## config.mk

```make
export PLATFORM = sky130hd
export DESIGN_NAME = edge_update_scheduler
export DESIGN_NICKNAME = d
export VERILOG_FILES = /design/src/rtl/edge_update_scheduler.sv
export SDC_FILE = /design/constraint.sdc
export NUM_CORES = 1
export LEC_CHECK = 0
export CORE_MARGIN = 5
export CORE_UTILIZATION = 50
export CTS_BUF_LIST = sky130_fd_sc_hd__clkbuf_16
export CTS_CLUSTER_SIZE = 8
export DETAILED_ROUTE_END_ITERATION = 8
export PLACE_DENSITY = 0.66
export SLEW_MARGIN = 10
export SYNTH_ARGS = -nofsm -noshare
export SYNTH_HDL_FRONTEND = slang
export SYNTH_SLANG_ARGS = --single-unit
```

## constraint.sdc

```tcl
create_clock -name clk -period 6 [get_ports clk]
set_clock_uncertainty 0.1 [all_clocks]
set_input_delay 1.2 -clock clk [delete_from_list [all_inputs] [get_ports clk]]
set_output_delay 1.2 -clock clk [all_outputs]
set_load 0.005 [all_outputs]
```

## src/rtl/edge_update_scheduler.sv

```systemverilog
// Edge-update scheduler: buffers host-written rate-edge updates in a FIFO and
// feeds them one at a time to the Bellman-Ford container (load, reset pulse, run).
module edge_update_scheduler #(
  parameter int NODE_W     = 6,
  parameter int WEIGHT_W   = 32,
  parameter int DEPTH      = 8,
  parameter int RST_CYCLES = 2,
  parameter int TIMEOUT    = 4096
) (
  input  logic                       clk,
  input  logic                       reset,
  input  logic                       chipselect,
  input  logic                       write,
  input  logic [2:0]                 address,
  input  logic [WEIGHT_W-1:0]        writedata,
  input  logic                       container_done,
  output logic [NODE_W-1:0]          u_src,
  output logic [NODE_W-1:0]          u_dst,
  output logic [WEIGHT_W-1:0]        u_e,
  output logic                       container_reset,
  output logic                       busy,
  output logic [$clog2(DEPTH):0]     fifo_count,
  output logic                       overflow,
  output logic                       timeout,
  output logic                       update_done
);

  localparam int AW   = $clog2(DEPTH);
  localparam int CW   = AW + 1;
  localparam int RC_W = (RST_CYCLES > 1) ? $clog2(RST_CYCLES) : 1;
  localparam int WD_W = (TIMEOUT > 1) ? $clog2(TIMEOUT) : 1;
  localparam logic [RC_W-1:0] RC_LAST = RC_W'(RST_CYCLES - 1);
  localparam logic [WD_W-1:0] WD_LAST = WD_W'((TIMEOUT == 0) ? 0 : TIMEOUT - 1);

  typedef struct packed {
    logic [NODE_W-1:0]   src;
    logic [NODE_W-1:0]   dst;
    logic [WEIGHT_W-1:0] e;
  } upd_t;

  typedef enum logic [2:0] {IDLE, LOAD, RST, RUN, DONE} state_t;

  state_t            state, state_nxt;
  upd_t              mem [DEPTH];
  logic [AW-1:0]     wr_ptr, rd_ptr;
  logic [NODE_W-1:0] stg_src, stg_dst;
  logic [RC_W-1:0]   rst_cnt;
  logic [WD_W-1:0]   wd_cnt;
  logic              host_wr, push_req, push, pop, full, tmo_set;

  assign host_wr  = chipselect && write;
  assign push_req = host_wr && (address == 3'd1);
  assign pop      = (state == LOAD);
  assign full     = (fifo_count == CW'(DEPTH));
  // A pop in the same cycle frees the slot, so a full FIFO can still accept.
  assign push     = push_req && (!full || pop);

  always_ff @(posedge clk) begin
    if (push) mem[wr_ptr] <= '{src: stg_src, dst: stg_dst, e: writedata};
  end

  always_ff @(posedge clk or posedge reset) begin
    if (reset) begin
      wr_ptr     <= '0;
      rd_ptr     <= '0;
      fifo_count <= '0;
      stg_src    <= '0;
      stg_dst    <= '0;
      overflow   <= 1'b0;
      timeout    <= 1'b0;
    end else begin
      if (push) wr_ptr <= wr_ptr + AW'(1);
      if (pop)  rd_ptr <= rd_ptr + AW'(1);
      if (push && !pop)      fifo_count <= fifo_count + CW'(1);
      else if (pop && !push) fifo_count <= fifo_count - CW'(1);
      if (host_wr && address == 3'd0) begin
        stg_src <= writedata[2*NODE_W-1:NODE_W];
        stg_dst <= writedata[NODE_W-1:0];
      end
      if (push_req && !push)                         overflow <= 1'b1;
      else if (host_wr && address == 3'd2 && writedata[0]) overflow <= 1'b0;
      if (tmo_set)                                   timeout <= 1'b1;
      else if (host_wr && address == 3'd2 && writedata[1]) timeout <= 1'b0;
    end
  end

  always_ff @(posedge clk or posedge reset) begin
    if (reset) begin
      state   <= IDLE;
      rst_cnt <= '0;
      wd_cnt  <= '0;
      u_src   <= '0;
      u_dst   <= '0;
      u_e     <= '0;
    end else begin
      state   <= state_nxt;
      rst_cnt <= (state == RST) ? rst_cnt + RC_W'(1) : '0;
      // Saturating so a disabled watchdog never wraps back to the first-cycle value.
      if (state != RUN)       wd_cnt <= '0;
      else if (wd_cnt != '1)  wd_cnt <= wd_cnt + WD_W'(1);
      if (pop) begin
        u_src <= mem[rd_ptr].src;
        u_dst <= mem[rd_ptr].dst;
        u_e   <= mem[rd_ptr].e;
      end
    end
  end

  always_comb begin
    state_nxt = state;
    tmo_set   = 1'b0;
    case (state)
      IDLE: if (fifo_count != '0) state_nxt = LOAD;
      LOAD: state_nxt = RST;
      RST:  if (rst_cnt == RC_LAST) state_nxt = RUN;
      RUN: begin
        // Done is only trusted once the container has seen a full cycle out of reset.
        if (container_done && wd_cnt != '0) state_nxt = DONE;
        else if (TIMEOUT != 0 && wd_cnt == WD_LAST) begin
          tmo_set   = 1'b1;
          state_nxt = IDLE;
        end
      end
      DONE:    state_nxt = IDLE;
      default: state_nxt = IDLE;
    endcase
  end

  assign container_reset = (state == RST);
  assign update_done     = (state == DONE);
  assign busy            = (state != IDLE) || (fifo_count != '0);

endmodule

```

---- Yosys cells after proc, flatten, opt, wreduce, memory -nomap -nowiden ----
Memories as Yosys holds them, arrays and structs flattened. A register that Yosys moved wholly into a read port is not among the register bits.
Cells that the tools add are included.
word-level totals
  flip-flop bits (word level) ............. 40
  bits in writable memories ............... 352
  input bits .............................. 40
  output and inout port bits .............. 53
  memories kept ........................... 1
memories
  memory  depth  width  rd ports  clocked after Yosys merged registers in  wr ports  RTL line  RTL
  mem     8      44     1         1                                        1         44        upd_t mem [DEPTH];
operators by class
  add/sub/neg operators ................... 6
  equal/unequal tests ..................... 13
  muxes and demuxes ....................... 19
  reductions and logical operators ........ 26
operators with widths
  kind                     count
  $mux W12                 2
  $add A12 B1 Y12 const B  1
  $eq A12 B12 Y1 const B   1
  $mux W3                  4
  $ne A12 B12 Y1 const B   1
  $pmux W3 S4              1
  $reduce_bool A12 Y1      1
  $logic_and A1 B1 Y1      11
  $mux W1                  10
  $eq A3 B2 Y1 const B     3
  $mux W4                  2
  $reduce_bool A2 Y1       4
  $add A3 B1 Y3 const B    2
  $eq A3 B1 Y1 const B     2
  $logic_not A3 Y1         2
  $add A4 B1 Y4 const B    1
  $eq A4 B4 Y1 const B     1
  $reduce_bool A4 Y1       1
  $sub A4 B1 Y4 const B    1
  $eq A3 B3 Y1 const B     1
  $logic_not A1 Y1         3
  $ne A3 B2 Y1 const B     1
  $ne A3 B3 Y1 const B     1
  $reduce_and A3 Y1        1
  other kinds (5)          6

---- Depth between registers and ports, before layout ----
Gate-level depths: netlist (run 1).
  word-level depth ........................ 8
  mapped depth ............................ 11

---- Worst setup path before layout (run 1) ----
OpenSTA, ideal clock, no wires.
  kind .................................... in2reg
  start point ............................. input port address[2]
  end point ............................... memory mem[0][0] in the netlist's numbering (enable)
  library setup time ...................... 500 ps
  data arrival time ....................... 5021 ps
  data required time ...................... 5400 ps
  slack ................................... 380 ps
  stages on the path ...................... 4
  path through ............................ nand4b_1 a311oi_4 nand2b_2 nor3_1
between the ends
  cells in the longest elaborated chain, start to end .. 5
ends and longest elaborated chain
  what                           RTL line  RTL
  start, declared                14        input logic [2:0] address,
  $eq A3 B1 Y1                   52        assign push_req = host_wr && (address == 3'd1);
  $logic_and A1 B1 Y1            52
  $logic_and A1 B1 Y1            56        assign push = push_req && (!full || pop);
  named net push                 49        logic host_wr, push_req, push, pop, full, tmo_set;
  $mux W1                        59        if (push) mem[wr_ptr] <= '{src: stg_src, dst: stg_dst, e: writedata};
  $mux W1 (implied by the code)  59
  end, declared                  44
The timed path passes the listed nets, and every way through them passes these cells.

---- Final worst setup path (run 1) ----
  start point ............................. input port write
  end point ............................... memory mem[2][5] in the netlist's numbering (enable)
between the ends
  cells in the longest elaborated chain, start to end .. 5
ends and longest elaborated chain
  what                           RTL line  RTL
  start, declared                13        input logic write,
  $logic_and A1 B1 Y1            51        assign host_wr = chipselect && write;
  $logic_and A1 B1 Y1            52
  $logic_and A1 B1 Y1            56
  named net push                 49
  $mux W1                        59
  $mux W1 (implied by the code)  59
The timed path passes the listed nets, and every way through them passes these cells.

==> results by group, run 1 <==
Status
  – Status: complete, no violations

Worst setup path
  – FF-to-FF Start: state[1]
  – CP Capture Type: flip-flop
  – Crit path DAT: 3.86 ns
  – Critical Setup Path Class: input pin to flip-flop
  – Worst reg2reg setup slack: 2.76 ns
  – Critical Path RT: 6.14 ns
  – Setup crit start kind: input pin
  – Reg2reg end: mem[2][5]
  – CP max FO: 31
  – Worst reg2reg path depth: 5

Timing
  – Worst-margin pin slew: roughly 1.0 ns
  – Rel. slew slack: between 30% and 40%
  – Minimum clock period: approximately 3.7 ns
  – Setup violators final: 0
  – RSZ-0062 raised after global routing: no
  – Final Hold Vio Count: 0
  – Period utilisation layout: between 60 and 70%
  – Max Freq: 269 MHz
  – Final Max Slew Viols: 0
  – Setup TNS: 0 ns

Route
  – 1st-pass router iterations: 5
  – DR iter-0 viols: ~540
  – DRC: 0
  – Detailed Route WL: around 32000 µm
  – Highest routed layer: met4
  – Drt wl/cell: approximately 22 µm
  – DRT met1 WL: between 10000 and 15000 µm
  – Detail Route Antenna Nets: 0
  – Vias/cell: 5.52
  – DR vias: 8115
  – DR WL met2: about 16000 µm
  – Met3 wire len: 1640 µm

Power
  – P_leak: about 7 nW
  – Pwr per Cell Area: 443 nW/µm²
  – Peak VDD IR: slightly below 0.3 mV

Clocking
  – CTS buffer count: 60
  – CTS H-tree lvls: 2
  – Reg clk slew, reported paths: approximately 0.05 ns
  – Cts hold-fix bufs: 0
  – Cts repair resizes: 0
  – Setup Fix Bufs, Post-CTS: 0
  – Clock Tree Buf Depth: 3
  – CTS tree: yes
  – Worst skew pair latency: around 0.56 ns
  – Root buffer selected by CTS: clkbuf_16
  – Clock Sinks: around 440

Synth
  – Asr flop ratio synth: 19.3%
  – Seq/Total Area, Yosys: 75.9%
  – Synthesized Nets: 890
  – Count of different cell masters after synthesis: 52
  – Syn Inst Count: approximately 840
  – Seq cells post-synth: roughly 440
  – Post-Syn Area per Cell: just under 20 µm²
  – Primary FF master, synth: edfxtp_1
  – Synth Warn #: 0
  – Cell Area, Synth: around 17000 µm²
  – Post-synth EDFFs: approximately 350

GRT
  – Pin count of the biggest net entering global routing: between 90 and 100
  – Initial antenna violation count: 0
  – Total congestion overflow: 0
  – Number of global-route vias before repair: 8495
  – Total GRT Usage: between 10% and 20%
  – First-pass GRT wire length: around 51000 µm

Finish
  – Finished Layout Cells: 1469
  – # diodes: 0
  – Reg area: about 13000 µm²
  – # nets final: 1019
  – Share of layout cells above drive strength 1: slightly below 20%
  – Filler cells: 2424
  – Area growth, synth to finish: 19.6%
  – Area occupied by multi-input gates: roughly 3900 µm²

Die
  – Full die area: between 30000 and 40000 µm²
  – Die Span X: just under 200 µm
  – Row cnt: 67
  – Initial Util: 50.2%
  – Ports: 93
  – Die Span Y: between 150 and 200 µm
  – Core ar.: about 33000 µm²

Hold path
  – WHS Path Cells: 1
  – Min-Delay Endpoint: rst_cnt
  – Hold Path Class: flip-flop to flip-flop
  – Hold Startpoint: rst_cnt

Placed design
  – Post-placement cell count: roughly 1400
  – Post-DP HPWL: 18300 µm
  – IO buf count: ~90
  – RePlAce Congestion: roughly 0.76

Run
  – Max_cap viols: 0
==> flip-flops by register name, indices dropped and copies added (netlist names) <==
| signal | cells |
|---|---|
| fifo_count | 4 |
| state | 3 |
| u_e | 32 |
| stg_dst | 6 |
| wd_cnt | 12 |
| rd_ptr | 3 |
| overflow | 1 |
| rst_cnt | 1 |
| mem | 352 |
| timeout | 1 |
| wr_ptr | 3 |
| u_dst | 6 |
| stg_src | 6 |
| u_src | 6 |
==> metal layers <==
layer	GRT usage, %	vias to the layer above
met5	0	-
li1	-	3647
met1	26.2	4217
met3	3.08	48
met4	4.36	0
met2	28.5	203
==> through the flow <==
step / cell area (µm²) / total power [W] / utilization, % / hold slack, ns / setup slack (ns)
floorplan: 16700 / 0.00515 / - / 0.303 / 0.380
global placement: 18200 / 0.00590 / 54.8 / 0.320 / 1.70
detailed placement: 18200 / 0.00594 / 54.8 / 0.327 / 1.67
CTS: 20000 / 0.00897 / 60.0 / 0.333 / 2.26
global route: 20000 / 0.00931 / 60.0 / 0.361 / 2.18
finish: 20000 / 0.00884 / 60.0 / 0.329 / 2.28
==> critical path, stage by stage <==
cell	delay (ns)
clkdlybuf4s50_1	0.48
nand4b_1	0.19
a311oi_4	0.56
nand2b_2	0.26
nor3b_4	0.82
buf_12	0.34
==> layout make-up <==
cell class	instances	area share [%]
Timing Repair Buffer	107	5.36
Clock buffer	61	7.64
Inverter	8	0.163
Clock inverter	51	1.14
Multi-Input combinational cell	358	19.4
Sequential cell	436	63.5
Tap cell	448	2.81
==> cell usage in the layout (no fill, tap or decap), types with 3 or more instances in the layout <==
cell             count
nor2_1              15
buf_4               12
dfrtp_4              3
nor3_1               8
or3_1                3
o21ai_0             52
xor2_1               3
nor4_1               3
clkbuf_16           61
inv_1               55
nor3b_4              4
nor3_2               3
ha_1                 7
a21oi_1              5
nand2_1             55
dfrtp_1             81
mux2i_1             47
xnor2_1              6
nand4_1              3
edfxtp_1           352
mux4_2              88
nand3_1              6
mux2_2              14
buf_12               3
clkdlybuf4s50_1     92
==> report_power, final <==
group	internal [W]	switching [W]
clock network	0.00185	0.00117
logic	0.00109	0.000710
registers	0.00355	0.000468
total	0.00649	0.00235
==> worst max path at each step <==
stage,end,from
final,mem[2][5],write
after global routing,mem[7][2],write
after CTS,mem[7][34],write
after detailed placement,mem[7][28],write
after global placement,mem[7][28],write
after floorplan,mem[0][0],address[2]
==> cell families after synthesis <==
logic type	Yosys count	share of synthesized area (%)
flops	436	75.9
mux	150	15.7
simple gates	119	3.56
compound gates	72	2.55
buf+inv	48	1.22
xor+xnor	9	0.472
fa+ha+maj	8	0.644
==> Yosys cell counts (2+ instances only) <==
| cell type | instances | area [µm²] |
|---|---|---|
| a21oi_1 | 5 | 25.0 |
| and3_1 | 2 | 12.5 |
| and4_1 | 2 | 17.5 |
| buf_1 | 6 | 22.5 |
| buf_2 | 13 | 65.1 |
| buf_4 | 2 | 15.0 |
| clkbuf_1 | 19 | 71.3 |
| dfrtp_1 | 84 | 2100 |
| edfxtp_1 | 352 | 10600 |
| ha_1 | 7 | 87.6 |
| inv_1 | 8 | 30.0 |
| mux2_2 | 14 | 158 |
| mux2i_1 | 47 | 470 |
| mux4_2 | 88 | 1980 |
| nand2_1 | 55 | 206 |
| nand3_1 | 6 | 30.0 |
| nand4_1 | 3 | 18.8 |
| nor2_1 | 18 | 67.6 |
| nor3_1 | 10 | 50.1 |
| nor3b_2 | 4 | 50.1 |
| nor4_1 | 3 | 18.8 |
| o211ai_1 | 2 | 15.0 |
| o21ai_0 | 52 | 260 |
| o31ai_1 | 2 | 15.0 |
| or3_1 | 3 | 18.8 |
| or4_1 | 2 | 15.0 |
| xnor2_1 | 6 | 52.6 |
| xor2_1 | 3 | 26.3 |
Power figures use the tool's default switching activity.
==> run 2: changes to the inputs <==
Clock period 6 ns to 3.7 ns, I/O delays scaled along.
==> run 2 against run 1 <==
  * Via count barely moved
  * Cell area increased by 0.85%
  * Die area is the same
  * Power is 63% higher
  * Global-route usage rose by 0.060 points
==> results by group, run 2 (same netlist as run 1, synthesis figures left out) <==
GRT
  – Number of global-route vias before repair: 8556 (+0.72%)
  – Total congestion overflow: 0 (unchanged)
  – Initial antenna violation count: 0 (unchanged)
  – Pin count of the biggest net entering global routing: 92 (-1.1%)
  – Total GRT Usage: 17.9% (+0.060 points)
  – First-pass GRT wire length: 50600 µm (-0.29%)

Route
  – DR vias: 8114 (-0.012%)
  – Drt wl/cell: 21.7 µm (-1.3%)
  – Detail Route Antenna Nets: 0 (unchanged)
  – DR iter-0 viols: 479 (-11%)
  – Vias/cell: 5.48 (-0.76%)
  – DRC: 0 (unchanged)
  – 1st-pass router iterations: 5 (unchanged)
  – Detailed Route WL: 32100 µm (-0.57%)

Timing
  – Setup violators final: 0 (unchanged)
  – Rel. slew slack: 32.1% (about the same)
  – Final Max Slew Viols: 0 (unchanged)
  – Period utilisation layout: 78.2%
  – Setup TNS: 0 ns (unchanged)
  – Minimum clock period: 2.89 ns
  – Fin Hold WS: 0.321 ns (-0.00757 ns)
  – RSZ-0062 raised after global routing: no
  – Worst-margin pin slew: 1.02 ns (-0.000324 ns)
  – Final Hold Vio Count: 0 (unchanged)
  – Max Freq: between 300 and 400 MHz

Finish
  – Area occupied by multi-input gates: 3890 µm² (+0.32%)
  – # nets final: 1029 (+0.98%)
  – Most frequent cells in the layout: edfxtp_1 (352), clkdlybuf4s50_1 (92), mux4_2 (88)
  – # diodes: 0 (unchanged)
  – Share of layout cells above drive strength 1: 20.3% (+0.76 points)
  – Filler cells: 2403 (-0.87%)
  – Post-layout instance area: 20200 µm² (+0.85%)
  – Largest registers: mem x352, u_e x32, wd_cnt x12
  – Commonest non-fill, non-tap cell in the layout: edfxtp_1
  – Most flops, register: mem
  – Max FFs per register: 352 (unchanged)
  – Finished Core Util: 60.6% (+0.51 points)
  – Area growth, synth to finish: 20.6%
  – Reg area: 12700 µm² (unchanged)
  – Finished Layout Cells: 1480 (+0.75%)

Clocking
  – Worst skew pair latency: 0.58 ns (+0.02 ns)
  – Cts hold-fix bufs: 0 (unchanged)
  – Root buffer selected by CTS: clkbuf_16
  – Reg clk slew, reported paths: 0.05 ns (about the same)
  – CTS H-tree lvls: 2 (unchanged)
  – CTS tree: yes
  – Cts repair resizes: 0 (unchanged)
  – Setup Fix Bufs, Post-CTS: 0 (unchanged)
  – Clock Tree Buf Depth: 3 (unchanged)
  – Clock Sinks: 436 (unchanged)
  – CTS buffer count: 60 (unchanged)

Worst setup path
  – CP max stage cell: clkdlybuf4s50_1
  – Critical Path RT: 2.86 ns (-3.28 ns)
  – CP max FO: 6 (-81%)
  – CP Capture Type: output port
  – Crit-path cells: nor4_1 -> nand3b_1 -> clkdlybuf4s50_1
  – Setup crit start kind: flip-flop
  – Crit path DAT: 2.05 ns (-1.81 ns)
  – CP peak stage delay: 0.47 ns (-0.35 ns)
  – Critical Setup Path Class: flip-flop to output port

Placed design
  – Post-placement cell count: 1367 (+0.74%)
  – RePlAce Congestion: 0.776 (+2.6%)
  – IO buf count: 92 (unchanged)
  – Placed standard-cell area: 18400 µm² (+0.89%)
  – Post-DP HPWL: 17600 µm (-4.0%)

Die
  – Initial Util: 50.2% (unchanged)
  – Die Span X: 193 µm (unchanged)
  – Row cnt: 67 (unchanged)
  – Full die area: 37200 µm² (unchanged)
  – Core ar.: 33300 µm² (unchanged)
  – Die Span Y: 193 µm (unchanged)
  – Ports: 93 (unchanged)

Status
  – Status: complete, no violations

Hold path
  – Hold Path Class: flip-flop to flip-flop

Power
  – P_leak: 7.08 nW (+1.0%)
  – Peak VDD IR: 0.494 mV (+66%)
  – Pwr per Cell Area: 713 nW/µm² (+61%)

Run
  – Max_cap viols: 0 (unchanged)
==> run 2: worst paths after layout <==
check | end | start | cells past startpoint | slack [ns]
hold reg to reg | rst_cnt | rst_cnt | 1 | 0.32
setup / recovery | busy | fifo_count[1] | 3 | 0.81
setup reg to reg | fifo_count[3] | state[1] | 8 | 0.85
max in group asynchronous | u_e[11] | reset | 3 | 2.31
min in group asynchronous | wd_cnt[10] | reset | 2 | 0.49
hold / removal | rst_cnt | rst_cnt | 1 | 0.32
==> run 2: cell type report <==
cell class	count	share of cell area, %
flip-flops and latches	436	62.9
clock inverters	52	1.17
repair buffers	117	6.06
multi-input cells	358	19.3
clock buffers	61	7.57
well taps	448	2.78
inverters	8	0.161
==> run 2: per-layer routing <==
metal  GRT usage [%]  share of wire [%]  vias to the layer above
li1                -                  -                     3678
met1            25.8                 44                     4217
met2            29.2                 49                      177
met3            3.18                4.7                       42
met4            3.95                1.5                        0
met5               0                  0                        -
==> run 2: power breakdown <==
group | switching [W] | internal [W] | leakage [nW]
Sequential | 0.000733 | 0.00576 | 4.23
Clock | 0.00195 | 0.00294 | 1.03
Combinational | 0.00117 | 0.00183 | 1.82
Total | 0.00385 | 0.0105 | 7.08
==> run 2: critical path, delay by kind of cell (launching register included) <==
| family | cells | cell delay, ns |
|---|---|---|
| flip-flops | 1 | 0.45 |
| AND/OR/NAND/NOR | 2 | 0.57 |
| buffers and inverters | 1 | 0.47 |
==> run 2: stage by stage <==
stage          total power [W]  worst slack, ns
2_1_floorplan          0.00837           -0.162
3_3_place_gp           0.00962            0.371
3_5_place_dp           0.00968            0.326
4_1_cts                 0.0146            0.723
5_1_grt                 0.0151            0.642
6_report                0.0144            0.805
==> variant 1 (settings of run 2) <==
Make the reset (`reset`) synchronous in 2 clocked blocks.
--- a/src/rtl/edge_update_scheduler.sv
+++ b/src/rtl/edge_update_scheduler.sv
@@ -61,3 +61,3 @@
 
-  always_ff @(posedge clk or posedge reset) begin
+  always_ff @(posedge clk) begin
     if (reset) begin
@@ -86,3 +86,3 @@
 
-  always_ff @(posedge clk or posedge reset) begin
+  always_ff @(posedge clk) begin
     if (reset) begin
Function: differs if reset is asserted again (counterexample within 4 cycles, from zero or initial values and one cycle with reset high); with reset held inactive, the same outputs for 4 cycles.
==> variant 1 against run 2 <==
  * Power fell by 14%
  * Sequential power fell by 13%
  * Maximum frequency barely moved
  * Sequential cell count did not move
  * Routed wire length rose by 1.2%
  * Cell area fell by 2.3%
  * Synthesized area fell by 2.5%
  * Worst setup slack got worse by 0.0021 ns
==> variant 1: results (changes against run 2) <==
stage;metric;value;unit;change
run_status;outcome;finished, final reports clean;;
cts;maximum clock path buffer count;3;;unchanged
cells_and_area;layout cell share with drive strength beyond 1;18.95;%;-1.4 points
logic_synthesis;Seq/Total Area, Yosys;75.20;%;-0.66 points
critical_path;CP max FO;6;;unchanged
detailed_routing;drt pass-1 iters;5;;unchanged
global_route;largest net degree at the start of global routing;50;;-46%
cts;Post-CTS Setup Inserts;0;;unchanged
worst_hold_path;Hold Crit Class;reg -> reg;;
global_route;initial antenna violation count;0;;unchanged
logic_synthesis;count leader, synth;edfxtp_1;;
cells_and_area;antenna cells;0;;unchanged
global_route;via count of the first global-routing pass;8734;;+2.1%
critical_path;Arrival @ worst endpoint;3.26;ns;+1.21 ns
placement;IO Port Bufs;92;;unchanged
cells_and_area;NumNets Final;1068;;+3.8%
power;maximum vdd ir drop;0.4682;mV;-5.2%
logic_synthesis;largest cells by area after synthesis;edfxtp_1 (65%), mux4_2 (12%), dfxtp_1 (10%);;
logic_synthesis;Synth top cells by count;edfxtp_1 (352), mux4_2 (88), dfxtp_1 (84);;
cts;TritonCTS Buffers;60;;unchanged
critical_path;slowest CP cell;clkdlybuf4s50_1;;
cts;CTS H-tree depth;2;;unchanged
cts;PostCTS Resize Cnt;0;;unchanged
worst_hold_path;hold depth;2;;+1
logic_synthesis;yosys warns;0;;unchanged
placement;HPWL after detailed placement;18220;um;+3.5%
detailed_routing;DR iter-0 viols;491;;+2.5%
placement;pre-CTS setup slack;0.2074;ns;-0.1181 ns
detailed_routing;Vias/cell;5.529;;+0.86%
placement;Final GP Congestion;0.7238;;-6.7%
cts;Hold-fix buffers, CTS;0;;unchanged
global_route;first-pass GRT wire length;50760;um;+0.36%
cts;Worst-path clk slew;0.05;ns;about the same
critical_path;CP delay by family, top;buffers and inverters;;
power;leakage;6.559;nW;-7.4%
logic_synthesis;Post-Syn Nets;937;;+5.3%
logic_synthesis;number of flops mapped to enable cells by yosys;352;;unchanged
logic_synthesis;Unique masters post-synth;50;;-3.8%
critical_path;path depth of the worst reg2reg path;12;;+4
detailed_routing;wire per inst;21.46;um;-1.0%
global_route;global-route usage over all layers;18.16;%;+0.23 points
timing;worst-margin pin slew;0.7594;ns;-0.2595 ns
logic_synthesis;Async SR Flop Fraction;0;%;-19 points
[variant 1: area by class of cell]
class,count,area [um^2]
inverter,7,27.53
timing repair buffer,121,1236
fill,2397,12690
tap,442,553.0
clock inverter,52,254.0
clock buffer,61,1526
sequential,436,12260
multi-input combinational,394,3825
[variant 1: power by group]
part	switching, mW	internal [mW]
combinational	0.758	0.980
clock	1.93	3.01
sequential	0.200	5.47
[variant 1: worst paths after layout]
check / start / endpoint / slack, ns
hold reg to reg: overflow$_SDFFE_PP0P_ / overflow$_SDFFE_PP0P_ / 0.36
setup / recovery: address[1] / fifo_count[3]$_SDFFE_PP0P_ / 0.80
setup reg to reg: fifo_count[0]$_SDFFE_PP0P_ / fifo_count[3]$_SDFFE_PP0P_ / 1.02
hold / removal: overflow$_SDFFE_PP0P_ / overflow$_SDFFE_PP0P_ / 0.36
[variant 1: per-stage QoR]
| step | instances | cell area, um^2 | hold WS [ns] |
|---|---|---|---|
| after floorplan | 889 | 16320 | 0.3527 |
| after global placement | 1400 | 17900 | 0.3501 |
| after detailed placement | 1400 | 17900 | 0.3580 |
| after CTS | 1513 | 19680 | 0.3635 |
| after global routing | 1513 | 19680 | 0.4054 |
| final | 1513 | 19680 | 0.3603 |
[variant 1: cells by family after synthesis]
kind of cell | share of synthesized area, %
fa+ha+maj | 0.6605
flops | 75.20
simple gates | 6.082
compound gates | 3.003
buf+inv | 1.920
xor+xnor | 0.5913
mux | 12.54
[variant 1: layer usage]
layer	vias to the layer above	global-route usage [%]	routed length, um
li1	3818	-	-
met1	4286	25.71	14480
met2	209	29.71	15790
met3	53	3.277	1626
met4	0	4.613	569
met5	-	0	0
[variant 1: worst register-to-register path, stage by stage, from the launching register on]
cell and delay, ns:
dfxtp_1 0.37, nor3_1 0.20, buf_4 0.16, nand3_1 0.09, nand2_2 0.09, clkinv_2 0.12, ha_1 0.24, inv_1 0.13
ha_1 0.28, a21oi_1 0.19, a211oi_1 0.10, a31oi_1 0.16, mux2_2 0.34
==> variant 2 (config.mk and constraints of run 2) <==
Made on the original files. `TIMEOUT`: 4096 -> 8192.
--- a/src/rtl/edge_update_scheduler.sv
+++ b/src/rtl/edge_update_scheduler.sv
@@ -7,3 +7,3 @@
   parameter int RST_CYCLES = 2,
-  parameter int TIMEOUT    = 4096
+  parameter int TIMEOUT    = 8192
 ) (
Check against the original RTL: same outputs for any inputs over 4 cycles, from zero or initial values and one cycle with reset high; that may be too few to reach the edited logic, so the function may still have changed.
==> variant 2 against run 2 <==
  * Sequential cell count increased by 1
  * Power increased by 0.38%
  * Non-clock buffer count is the same
  * Critical path type is now reg -> reg
  * First-iteration DRC count down 26%
  * Routed wire length increased by 2.6%
  * Cell area rose by 0.15%
  * Highest routed layer unchanged
  * Worst setup slack got worse by 0.015 ns
  * Synthesized area is 0.46% higher
  * Critical endpoint is now fifo_count[3]$_DFFE_PP0P_
  * Cell count is 0.61% higher
  * Via count is 1.7% higher
  * Global-route usage grew 0.30 points
  * Utilization shrank 0.062 points
==> variant 2: results (changes against run 2) <==
stage;metric;value;unit;change
detailed_routing;Vias/cell;5.541;;+1.1%
critical_path;crit path from;state[1]$_DFFE_PP0P_;;
placement;Final GP Congestion;0.7504;;-3.3%
global_route;global-route usage over all layers;18.22;%;+0.30 points
logic_synthesis;Unique masters post-synth;50;;-3.8%
logic_synthesis;Mapped Cells;854;;+1.4%
detailed_routing;wire per inst;22.11;um;+2.0%
power;clock share of power;33.6;%;-0.4 points
detailed_routing;Vias;8251;;+1.7%
placement;Placed Cells;1376;;+0.66%
power;Sw Ratio;26.80;%;+0.046 points
logic_synthesis;Post-Synth Adder-Cell Area;0.6413;%;-0.0029 points
placement;HPWL after detailed placement;19490;um;+11%
critical_path;Arrival @ worst endpoint;3.24;ns;+1.19 ns
cells_and_area;NumNets Final;1038;;+0.87%
global_route;via count of the first global-routing pass;8840;;+3.3%
timing;slew margin rel.;33.28;%;+1.2 points
power;Power per Cell Area;715.2;nW/um^2;+0.23%
run_status;outcome;finished, final reports clean;;
global_route;GR Util met1;25.32;%;-0.43 points
cells_and_area;antenna cells;0;;unchanged
timing;final hold violations;0;;unchanged
logic_synthesis;xor and xnor area share after synthesis;0.4698;%;-0.0021 points
logic_synthesis;Post-Syn Nets;902;;+1.3%
critical_path;CP max FO;8;;+2
cells_and_area;Largest regs;mem x352, u_e x32, wd_cnt x13;;
global_route;first-pass GRT wire length;51730;um;+2.3%
cells_and_area;layout cell share with drive strength beyond 1;20.17;%;-0.18 points
logic_synthesis;Async SR Flop Fraction;19.45;%;+0.18 points
detailed_routing;drt pass-1 iters;4;;-1
critical_path;CP delay by family, top;compound AO/OA/AOI/OAI gates;;
critical_path;slowest CP cell;or3b_4;;
logic_synthesis;Synth top cells by count;edfxtp_1 (352), mux4_2 (88), dfrtp_1 (85);;
placement;IO Port Bufs;92;;unchanged
power;maximum vdd ir drop;0.4275;mV;-13%
power;leakage;7.116;nW;+0.45%
logic_synthesis;Synth Area in Compound Gates;2.677;%;+0.13 points
power;Gate power share;21.6;%;+0.7 points
global_route;met2 Track Usage GR;31.01;%;+1.8 points
timing;worst hold slack;0.3341;ns;+0.01259 ns
detailed_routing;DR iter-0 viols;354;;-26%
placement;placed inst area;18440;um^2;+0.29%
global_route;GR Util met3;2.935;%;-0.25 points
logic_synthesis;Seq/Total Area, Yosys;75.67;%;-0.20 points
[variant 2: cell count changes after synthesis, moves of 3 or more]
cell	change
or4_1	+3
nand3_1	+3
a21oi_1	+4
clkbuf_1	+3
[variant 2: how the worst max path moves through the flow]
stage | slack, ns | end | cells after the start
2_1_floorplan | -0.16 | mem[0][0]$_DFFE_PP_ | 4
3_3_place_gp | 0.31 | fifo_count[3]$_DFFE_PP0P_ | 9
3_5_place_dp | 0.27 | fifo_count[3]$_DFFE_PP0P_ | 9
4_1_cts | 0.76 | busy | 3
5_1_grt | 0.69 | busy | 3
6_report | 0.79 | fifo_count[3]$_DFFE_PP0P_ | 8
[variant 2: layout make-up]
cell class	count	area [um^2]
multi-input combinational	368	3940
clock inverter	52	212.7
tap	448	560.5
clock buffer	61	1526
timing repair buffer	117	1209
fill	2467	13180
inverter	6	25.02
sequential	437	12710
[variant 2: metal layers]
metal / up-vias / wire length [um]
li1: 3708 / -
met1: 4333 / 14470
met2: 168 / 16760
met3: 42 / 1208
met4: 0 / 484
met5: - / 0
